==> src/rtl/morse_encoder.sv <==
// morse_encoder: serial ITU Morse keyer for ASCII letters, digits and space
module morse_encoder #(
   parameter int UNIT_CYCLES = 65
) (
   input  logic       clk,
   input  logic       reset_n,
   input  logic [7:0] letter,
   input  logic       start,
   output logic       ready,
   output logic       signal,
   output logic       done,
   output logic       err
);
   localparam int CW = $clog2(4 * UNIT_CYCLES);
   localparam logic [CW-1:0] U1 = CW'(UNIT_CYCLES - 1);
   localparam logic [CW-1:0] U3 = CW'(3 * UNIT_CYCLES - 1);
   localparam logic [CW-1:0] U4 = CW'(4 * UNIT_CYCLES - 1);
   typedef enum logic [2:0] {IDLE, MARK, GAP, LGAP, WGAP, FAIL} state_t;
   state_t state;
   logic [CW-1:0] cnt;
   logic [4:0] pat;
   logic [2:0] rem;
   logic [7:0] ch;
   logic [7:0] code;
   logic is_space;
   // {length, pattern}; pattern left-aligned so the first element is bit 4, 1 = dah
   function automatic logic [7:0] lookup(input logic [7:0] c);
      case (c)
         "A": lookup = {3'd2, 5'b01000};
         "B": lookup = {3'd4, 5'b10000};
         "C": lookup = {3'd4, 5'b10100};
         "D": lookup = {3'd3, 5'b10000};
         "E": lookup = {3'd1, 5'b00000};
         "F": lookup = {3'd4, 5'b00100};
         "G": lookup = {3'd3, 5'b11000};
         "H": lookup = {3'd4, 5'b00000};
         "I": lookup = {3'd2, 5'b00000};
         "J": lookup = {3'd4, 5'b01110};
         "K": lookup = {3'd3, 5'b10100};
         "L": lookup = {3'd4, 5'b01000};
         "M": lookup = {3'd2, 5'b11000};
         "N": lookup = {3'd2, 5'b10000};
         "O": lookup = {3'd3, 5'b11100};
         "P": lookup = {3'd4, 5'b01100};
         "Q": lookup = {3'd4, 5'b11010};
         "R": lookup = {3'd3, 5'b01000};
         "S": lookup = {3'd3, 5'b00000};
         "T": lookup = {3'd1, 5'b10000};
         "U": lookup = {3'd3, 5'b00100};
         "V": lookup = {3'd4, 5'b00010};
         "W": lookup = {3'd3, 5'b01100};
         "X": lookup = {3'd4, 5'b10010};
         "Y": lookup = {3'd4, 5'b10110};
         "Z": lookup = {3'd4, 5'b11000};
         "0": lookup = {3'd5, 5'b11111};
         "1": lookup = {3'd5, 5'b01111};
         "2": lookup = {3'd5, 5'b00111};
         "3": lookup = {3'd5, 5'b00011};
         "4": lookup = {3'd5, 5'b00001};
         "5": lookup = {3'd5, 5'b00000};
         "6": lookup = {3'd5, 5'b10000};
         "7": lookup = {3'd5, 5'b11000};
         "8": lookup = {3'd5, 5'b11100};
         "9": lookup = {3'd5, 5'b11110};
         default: lookup = 8'h00;
      endcase
   endfunction
   // fold lowercase onto uppercase and decode; zero length marks unsupported
   always_comb begin
      ch = (letter >= 8'h61 && letter <= 8'h7A) ? letter - 8'h20 : letter;
      code = lookup(ch);
      is_space = letter == 8'h20;
   end
   // keying FSM: single down-counter holds the remaining cycles of the current phase
   always_ff @(posedge clk or negedge reset_n) begin
      if (!reset_n) begin
         state <= IDLE;
         cnt <= '0;
         pat <= '0;
         rem <= '0;
         ready <= 1'b1;
         signal <= 1'b0;
         done <= 1'b0;
         err <= 1'b0;
      end else begin
         done <= 1'b0;
         err <= 1'b0;
         case (state)
            IDLE: if (start) begin
               ready <= 1'b0;
               if (is_space) begin
                  state <= WGAP;
                  cnt <= U4;
               end else if (code[7:5] != 3'd0) begin
                  state <= MARK;
                  signal <= 1'b1;
                  cnt <= code[4] ? U3 : U1;
                  pat <= {code[3:0], 1'b0};
                  rem <= code[7:5] - 3'd1;
               end else begin
                  state <= FAIL;
                  done <= 1'b1;
                  err <= 1'b1;
               end
            end
            MARK: if (cnt == '0) begin
               signal <= 1'b0;
               state <= (rem != 3'd0) ? GAP : LGAP;
               cnt <= (rem != 3'd0) ? U1 : U3;
            end else cnt <= cnt - CW'(1);
            GAP: if (cnt == '0) begin
               state <= MARK;
               signal <= 1'b1;
               cnt <= pat[4] ? U3 : U1;
               pat <= pat << 1;
               rem <= rem - 3'd1;
            end else cnt <= cnt - CW'(1);
            LGAP, WGAP: if (cnt == '0) begin
               state <= IDLE;
               ready <= 1'b1;
            end else begin
               cnt <= cnt - CW'(1);
               done <= cnt == CW'(1);
            end
            FAIL: begin
               state <= IDLE;
               ready <= 1'b1;
            end
            default: state <= IDLE;
         endcase
      end
   end
endmodule

==> config.mk <==
export PLATFORM = sky130hd
export DESIGN_NAME = morse_encoder
export DESIGN_NICKNAME = d
export VERILOG_FILES = /design/src/rtl/morse_encoder.sv
export SDC_FILE = /design/constraint.sdc
export NUM_CORES = 1
export LEC_CHECK = 0
export CORE_UTILIZATION = 64
export CTS_CLUSTER_DIAMETER = 120
export CTS_CLUSTER_SIZE = 8
export DETAILED_ROUTE_END_ITERATION = 16
export PLACE_DENSITY = 0.85
export SKIP_LAST_GASP = 1
export SYNTH_ARGS = -nofsm -noshare
export SYNTH_HDL_FRONTEND = slang
export SYNTH_SLANG_ARGS = --single-unit
export TNS_END_PERCENT = 5
==> constraint.sdc <==
create_clock -name clk -period 3.75 [get_ports clk]
set_input_delay 0.375 -clock clk [delete_from_list [all_inputs] [get_ports clk]]
set_output_delay 0.375 -clock clk [all_outputs]
set_load 0.005 [all_outputs]
# After elaboration in Yosys (flattened, before gate mapping)

Memory sizes are Yosys's and may differ from the RTL's.
Index checks and enable logic that the tools add are counted.

Equal/unequal tests: 15
Muxes and demuxes: 44
Reduce and logical (&&, ||, !) cells: 15
Magnitude comparators: 2
$add $sub $neg: 4

Operators with widths:

| operator            | number |
|---|---|
| $mux 9              | 6 |
| $mux 8              | 5 |
| $pmux 9 s4          | 1 |
| $mux 3              | 10 |
| $mux 5              | 4 |
| $ne 2x2->1 const B  | 7 |
| $mux 1              | 12 |
| $pmux 3 s4          | 1 |
| $reduce_bool 3->1   | 4 |
| $pmux 5 s2          | 1 |
| $eq 9x1->1 const B  | 1 |
| $logic_not 9->1     | 1 |
| $sub 9x1->9 const B | 1 |
| $eq 8x6->1 const B  | 1 |
| $ge 8x7->1 const B  | 1 |
| $le 8x7->1 const B  | 1 |
| $reduce_and 4->1    | 2 |
| $sub 8x6->8 const B | 1 |
| $eq 3x2->1 const B  | 2 |
| $eq 3x3->1 const B  | 2 |
| $pmux 1 s3          | 2 |
| $pmux 3 s2          | 1 |
| $reduce_and 6->1    | 1 |
| $sub 3x1->3 const B | 2 |
| 10 further kinds    | 10 |

Input port bits: 11
ROM bits: 1024
Logic and storage cells: 89
Memories: 1
Output and inout bits: 4
Flip-flop bits (word level): 24

Memory list:

| memory          | depth | width | rd ports | clocked after Yosys merged registers in | write ports | RTL line | source |
|---|---|---|---|---|---|---|---|
| (no name shown) | 128   | 8     | 1        | 0                                       | 0           | 28       | `case (c)` |

# Depth between registers and ports, before layout

Gate-level depths: netlist (run 1).
An unclocked memory read counts as a cell.

Word-level depth: 10
Depth in mapped cells: 12
Mapped depth without buffers: 11

# Least setup slack after synthesis (run 1)

Ideal clock, no wire load.

Path type: input to register
Start: input port letter[0]
End: register rem[2]
Path buffers: 0
Library setup time: 87 ps
Required time: 3663 ps
Setup slack: 1380 ps
Stages on the path: 11
Data arrival time: 2283 ps
Cells stage by stage: inv_1 -> ha_1 -> nor2b_1 -> o211ai_2 -> a32oi_2 -> o21ai_0 -> a22oi_1 -> ha_1 -> nor2b_1 -> o31a_1 -> a211oi_2

Word-level cells in the longest chain between the ends: 10
Elaborated cells between the ends (all ways): 17
Classes of those cells: add/sub (2); order compare (2); eq/ne (3); mux (6); reduce/logical (3); memory (1)

RTL lines:

| item                                            | RTL line | source |
|---|---|---|
| start: declaration                              | 7        | `input logic [7:0] letter,` |
| $ge 8x7->1 / $le 8x7->1 (equally long branches) | 70       | `ch = (letter >= 8'h61 && letter <= 8'h7A) ? letter - 8'h20 : letter;` |
| $logic_and 1x1->1                               | 70       |  |
| $mux 8                                          | 70       |  |
| $mem_v2 128x8                                   | --       |  |
| $mux 8                                          | 28       |  |
| $sub 3x1->3                                     | 99       | `rem <= code[7:5] - 3'd1;` |
| $mux 3                                          | 94       | `end else if (code[7:5] != 3'd0) begin` |
| $mux 3                                          | 91       | `if (is_space) begin` |
| $mux 3                                          | 89       | `IDLE: if (start) begin` |
| $pmux 3 s2                                      | 88       | `case (state)` |
| end signal: assignment                          | 99       |  |
| end signal: assignment                          | 116      | `rem <= rem - 3'd1;` |
| end: declaration                                | 22       | `logic [2:0] rem;` |

Parallel ways exist; a longest one is shown, timed or not. The select of a mux whose other input is x is not followed.
A chain may end at the register's enable or synchronous reset.

# Final worst setup path (run 1)

Start: input port letter[1]
End: register pat[3]

Word-level cells in the longest chain between the ends: 9
Elaborated cells between the ends (all ways): 16
Classes of those cells: add/sub (1); order compare (2); eq/ne (3); mux (6); reduce/logical (3); memory (1)

RTL lines:

| item                                            | RTL line | source |
|---|---|---|
| $ge 8x7->1 / $le 8x7->1 (equally long branches) | 70       |  |
| $logic_and 1x1->1                               | 70       |  |
| $mux 8                                          | 70       |  |
| $mem_v2 128x8                                   | --       |  |
| $mux 8                                          | 28       |  |
| $mux 5                                          | 94       |  |
| $mux 5                                          | 91       |  |
| $mux 5                                          | 89       |  |
| $pmux 5 s2                                      | 88       |  |
| end signal: assignment                          | 98       | `pat <= {code[3:0], 1'b0};` |
| end signal: assignment                          | 115      | `pat <= pat << 1;` |
| end: declaration                                | 21       | `logic [4:0] pat;` |

Parallel ways exist; a longest one is shown, timed or not. The select of a mux whose other input is x is not followed.

==> impl_metrics.tcl, run 1 <==
set metrics [dict create \
    grtUsageMet3_pct 4.55 \
    async_flop_share_pct 100 \
    num_vias 2148 \
    hold_viol_final 0 \
    gp_congestion 0.979 \
    cts_setup_buffers 0 \
    htree_levels 1 \
    placementRows 21 \
    clk_pin_slew_ps 120 \
    fin_worst_skew_ps 3.55 \
    grt_pass1_vias 1839 \
    arrival_ps 3160 \
    power_density_nw_per_um2 574 \
    syn-cell-area_um2 2280 \
    finalWirelength_mm 5.16 \
    worstSetupEndpointType "flip-flop" \
    netlist_top_cells_count "nor2_1 (28), dfrtp_1 (22), a21oi_1 (21), nand2_1 (17), o21ai_0 (17)" \
    chipHeight_um 61.7 \
    finalSetupViolations 0 \
    synth_top_area_cell "dfrtp_1" \
    drtIter0Drc 161 \
    io_pins 15 \
    syn-instance-count 281 \
    synth.most_common_cell "nor2_1" \
    fin_nets 312 \
    p_leak_nw 0.999 \
    clkLatencyLatePin_ps 320 \
    coreArea_um2 3360 \
    syn2layout_area_growth_pct 7.51 \
    grt_overflow 0 \
    synth_top_flop_cell "dfrtp_1" \
    clock_path_buffers 2 \
    use_met2_pct 48.1 \
    syn_avg_cell_area_um2 8.12 \
    criticalPathCategory "primary input to flip-flop" \
    worst-path-max-fanout 11 \
    synth.distinct_cells 69 \
    grtUsageTotal_pct 28.8 \
    cts_sinks 23 \
    wire_per_inst_um 15.4 \
    grt_first_pass_wirelength_mm 8.25 \
    rsz0062_at_grt "no" \
    synth_top_area_share_pct 24.1 \
    portBuffers 14 \
    fin_crit_ps 2950 \
    grt_busiest_layer "met2" \
    status "completed" \
    max_freq_mhz 339 \
    via_per_inst 6.43 \
    fin_ws_ps 804 \
    cts_hold_buf 0 \
    diodes 0 \
    final_util_pct 72.9 \
    drv_cap 0 \
    cp.required_ps 3960 \
    maxSlewHeadroom_pct 33.2 \
    syn-num-nets 304 \
    cts_buffers 3 \
    cts_resized 0 \
    tightestPinTransition_ps 999 \
    slew_violations 0 \
    root_buffer "clkbuf_4" \
    synth_warnings 0 \
    antenna_found_initial 0 \
    vdd_ir_drop_max_uv 256 \
    drive_gt1_share_pct 10.4 \
    dp_slack_ps 499 \
    ys_seq_area_share_pct 25.3 \
    synth.area.top_cells "dfrtp_1 (24%), ha_1 (6.6%), a21oi_1 (4.6%)" \
    met1_usage_pct 37.8 \
    initial_utilization_pct 67.8 \
    finalSetupTns_ps 0 \
    fp.dieArea_um2 3810 \
    synth_seq_cells 23 \
    dp_hpwl_mm 3.94 \
    fin_hold_ws_ps 507 \
    cts_tree "done" \
    synth_edf_count 0 \
    startpoint_type "primary input" \
    grt_max_degree 24 \
    post-route-period-util_pct 78.5 \
    ant_nets 0 \
    fp.dieW_um 61.7 \
    hp-class "flip-flop to flip-flop" \
    remaining_drc_errors 0 \
    firstDrtPassIters 4 \
]
-- layer usage --
layer  vias to the layer above  share of wire [%]
met4                         0                2.7
li1                       1063                  -
met3                        15                5.0
met5                         -                  0
met2                        66                 48
met1                      1004                 44
-- per-stage QoR --
stage          instance area [um^2]  std cells  power (mW)
2_1_floorplan                  2280        281        1.10
3_3_place_gp                   2420        330        1.26
3_5_place_dp                   2420        330        1.28
4_1_cts                        2450        334        1.40
5_1_grt                        2450        334        1.52
6_report                       2450        334        1.41
-- path summary, 6_finish.rpt --
| check | startpoint | to | slack [ps] | cells after the start |
|---|---|---|---|---|
| min | signal | signal | 510 | 1 |
| max | letter[1] | pat[3] | 800 | 10 |
| min reg2reg | signal | signal | 510 | 1 |
| max reg2reg | cnt[0] | cnt[1] | 910 | 8 |
| min in group asynchronous | reset_n | cnt[3] | 590 | 1 |
| max in group asynchronous | reset_n | rem[0] | 2560 | 1 |
-- cells in the final DEF, fill, tap and decap left out, types with 4 or more instances in the layout --
cell             instances
o21ai_0                 17
nor3_1                   8
buf_4                    5
a31oi_1                  5
nor2_1                  28
nand2_1                 17
dfrtp_1                 22
o21ai_1                  6
ha_1                    12
nand2b_1                 7
mux2_4                   5
and3_1                   6
a211oi_1                 4
clkdlybuf4s50_1         14
inv_1                   12
a211o_1                  4
a21oi_1                 21
nor2b_1                 11
nand3_1                  6
-- critical path: stages --
cell             delay, ps
clkdlybuf4s50_1        660
inv_1                  150
ha_1                   280
nor2_1                 130
a21oi_1                 50
o311ai_1               470
nand3_1                200
a21oi_2                320
a21oi_4                170
mux2_4                 340
-- cells by family after synthesis --
| logic type | Yosys count | share of synthesized area (%) |
|---|---|---|
| adders and majority gates | 12 | 6.58 |
| buffers and inverters | 28 | 5.98 |
| xor gates and xnor gates | 1 | 0.384 |
| AOI/OAI and AO/OA | 101 | 31.0 |
| and+or+nand+nor | 106 | 25.1 |
| DFF | 23 | 25.3 |
| muxes | 10 | 5.60 |
-- power by group --
part,leakage [nW],switching (mW),internal [mW]
registers,0.285,0.144,0.352
logic,0.697,0.438,0.357
clock network,0.0177,0.0764,0.0399
-- sequential cells by signal, summed over array words and instances (netlist names) --
name    cells
signal      1
state       3
err         1
cnt         9
pat         4
rem         3
ready       1
done        1
-- layout make-up --
class                           instances  area (um^2)
Clock buffer                            3         22.5
Clock inverter                          1         5.00
Fill cell                             289          911
Inverter                               12         45.0
Multi-Input combinational cell        230         1570
Sequential cell                        23          577
Tap cell                               46         57.6
Timing Repair Buffer                   19          178
Power figures use the tool's default switching activity.
==> inputs of run 2 (changes only) <==
CORE_UTILIZATION = 60   (was 64)
PLACE_DENSITY = 0.81   (was 0.85)
clock period = 3.05 ns   (was 3.75 ns; I/O delays follow)
==> run 2 against run 1 <==
Effect of this change:
- sequential share of layout area shrank 1.1 points
- non-clock buffer count grew 12
- final cell count grew 4.2%
- wire length grew 6.9%
- combinational power grew 31%
- largest cell class unchanged
- largest power group unchanged
==> impl_metrics.tcl, run 2 (same netlist as run 1, synthesis figures left out) <==
set metrics [dict create \
    remaining_drc_errors 0 \
    root_buffer "clkbuf_8" \
    slew_violations 0 \
    grt_max_degree 24 \
    grtUsageTotal_pct 29.3 \
    firstDrtPassIters 4 \
    multi_input_area_um2 1570 \
    num_vias 2200 \
    fin_nets 324 \
    drive_gt1_share_pct 13.7 \
    worst-path-buf-inv 2 \
    gp_congestion 0.927 \
    reg2reg_from "cnt[0]" \
    p_leak_nw 1.07 \
    reg_top3 "cnt (9), pat (4)" \
    coreArea_um2 3660 \
    place_area_um2 2530 \
    vdd_ir_drop_max_uv 334 \
    path_delay_family "compound AO/OA/AOI/OAI gates" \
    maxSlewHeadroom_pct 30.3 \
    hold_start "signal" \
    fin_hold_ws_ps 489 \
    fin_area_um2 2570 \
    hold_viol_final 0 \
    post-route-period-util_pct 87.7 \
    path_common_cell "ha_1" \
    fin_worst_skew_ps 4.62 \
    ant_nets 0 \
    grt_overflow 0 \
    r2r_end "cnt[1]" \
    arrival_ps 2820 \
    io_pins 15 \
    layout_commonest_cell "nor2_1" \
    path_cells "clkdlybuf4s50_1 > inv_1 > ha_1 > and2_1 > o31ai_1 > o311ai_1 > nor4_1 > a21oi_1 > ha_1 > a41oi_1 > o31a_1 > a211oi_2" \
    power_density_nw_per_um2 710 \
    fillers 297 \
    regMostFlops "cnt" \
    clkLatencyLatePin_ps 270 \
    hp-class "flip-flop to flip-flop" \
    rsz0062_at_grt "no" \
    drv_cap 0 \
    clk_pin_slew_ps 80 \
    status "completed" \
    cts_buffers 3 \
    cts_hold_buf 0 \
    fp.dieW_um 63.7 \
    criticalPathCategory "primary input to flip-flop" \
    final_cell_count_no_fill 348 \
    rr_worst_depth 9 \
    reg2reg_slack_ps 530 \
    finalSetupTns_ps 0 \
    antenna_found_initial 0 \
    cp.required_ps 3190 \
    via_per_inst 6.32 \
    cts_setup_buffers 0 \
    seq_area_um2 577 \
    wire_per_inst_um 15.8 \
    dp_hpwl_mm 4.15 \
    worstSetupEndpointType "flip-flop" \
    worst-path-max-fanout 5 \
    largest_reg_flops 9 \
    finalWirelength_mm 5.51 \
    totalPowerFinal_mw 1.83 \
    layout_common_cells "nor2_1 (28), dfrtp_1 (22), a21oi_1 (21)" \
    tightestPinTransition_ps 1040 \
    initial_utilization_pct 62.3 \
    finalSetupViolations 0 \
    max_freq_mhz 374 \
    hold_end "signal" \
    clock_path_buffers 2 \
    startpoint_type "primary input" \
    cts_resized 0 \
    syn2layout_area_growth_pct 12.9 \
    max_stage_delay_ps 550 \
    hold_depth 1 \
    cp_slowest_cell "clkdlybuf4s50_1" \
    drtIter0Drc 178 \
    grt_first_pass_wirelength_mm 9.36 \
    cts_tree "done" \
    htree_levels 1 \
    chipHeight_um 63.7 \
    placementRows 22 \
    grt_pass1_vias 2068 \
    fin_crit_ps 2680 \
    fp.dieArea_um2 4050 \
    diodes 0 \
    portBuffers 14 \
    cts_sinks 23 \
    dp_cells 344 \
]
## run 2: changes by cell type in the layout (fill, tap and decap cells not counted)
cell | previous run | this run
buf_4 | 5 | 16
clkbuf_4 | 3 | 0
clkbuf_8 | 0 | 3
buf_12 | 0 | 1
clkbuf_1 | 0 | 1
clkinv_2 | 1 | 0
## run 2: how the worst max path moves through the flow
stage	cells after the start	end	start
after floorplan	11	rem[2]	letter[0]
after global placement	12	rem[2]	letter[1]
after detailed placement	12	rem[2]	letter[1]
after CTS	12	rem[2]	letter[1]
after global routing	12	rem[2]	letter[1]
final	12	rem[2]	letter[1]
## run 2: cell type report
type,instances,area share [%]
multi-input combinational,230,60.9
sequential,23,22.4
timing repair buffer,31,10.9
tap,48,2.33
clock buffer,4,1.75
inverter,12,1.75
## run 2: metrics by stage
stage | utilization, % | worst slack [ps]
2_1_floorplan | - | 750
3_3_place_gp | 69.1 | 191
3_5_place_dp | 69.1 | 96.4
6_report | 70.3 | 375
4_1_cts | 70.3 | 367
5_1_grt | 70.3 | 244
## run 2: power by group
group	switching (mW)	leakage (nW)	internal (mW)
combinational	0.563	0.760	0.475
sequential	0.161	0.285	0.434
clock	0.102	0.0228	0.0935
total	0.825	1.07	1.00
## run 2: per-layer routing
metal | up-vias | global-route usage, % | share of wire (%)
li1 | 1087 | - | -
met5 | - | 0 | 0
met4 | 0 | 12.2 | 1.9
met1 | 1029 | 39.0 | 45
met3 | 12 | 3.26 | 4.4
met2 | 72 | 47.7 | 49
==> inputs of run 3 (changes only) <==
CTS_CLUSTER_DIAMETER = 40   (was 120)
==> results of run 3 <==
Same layout as run 2: the final DEF is identical, and so are final timing and power.
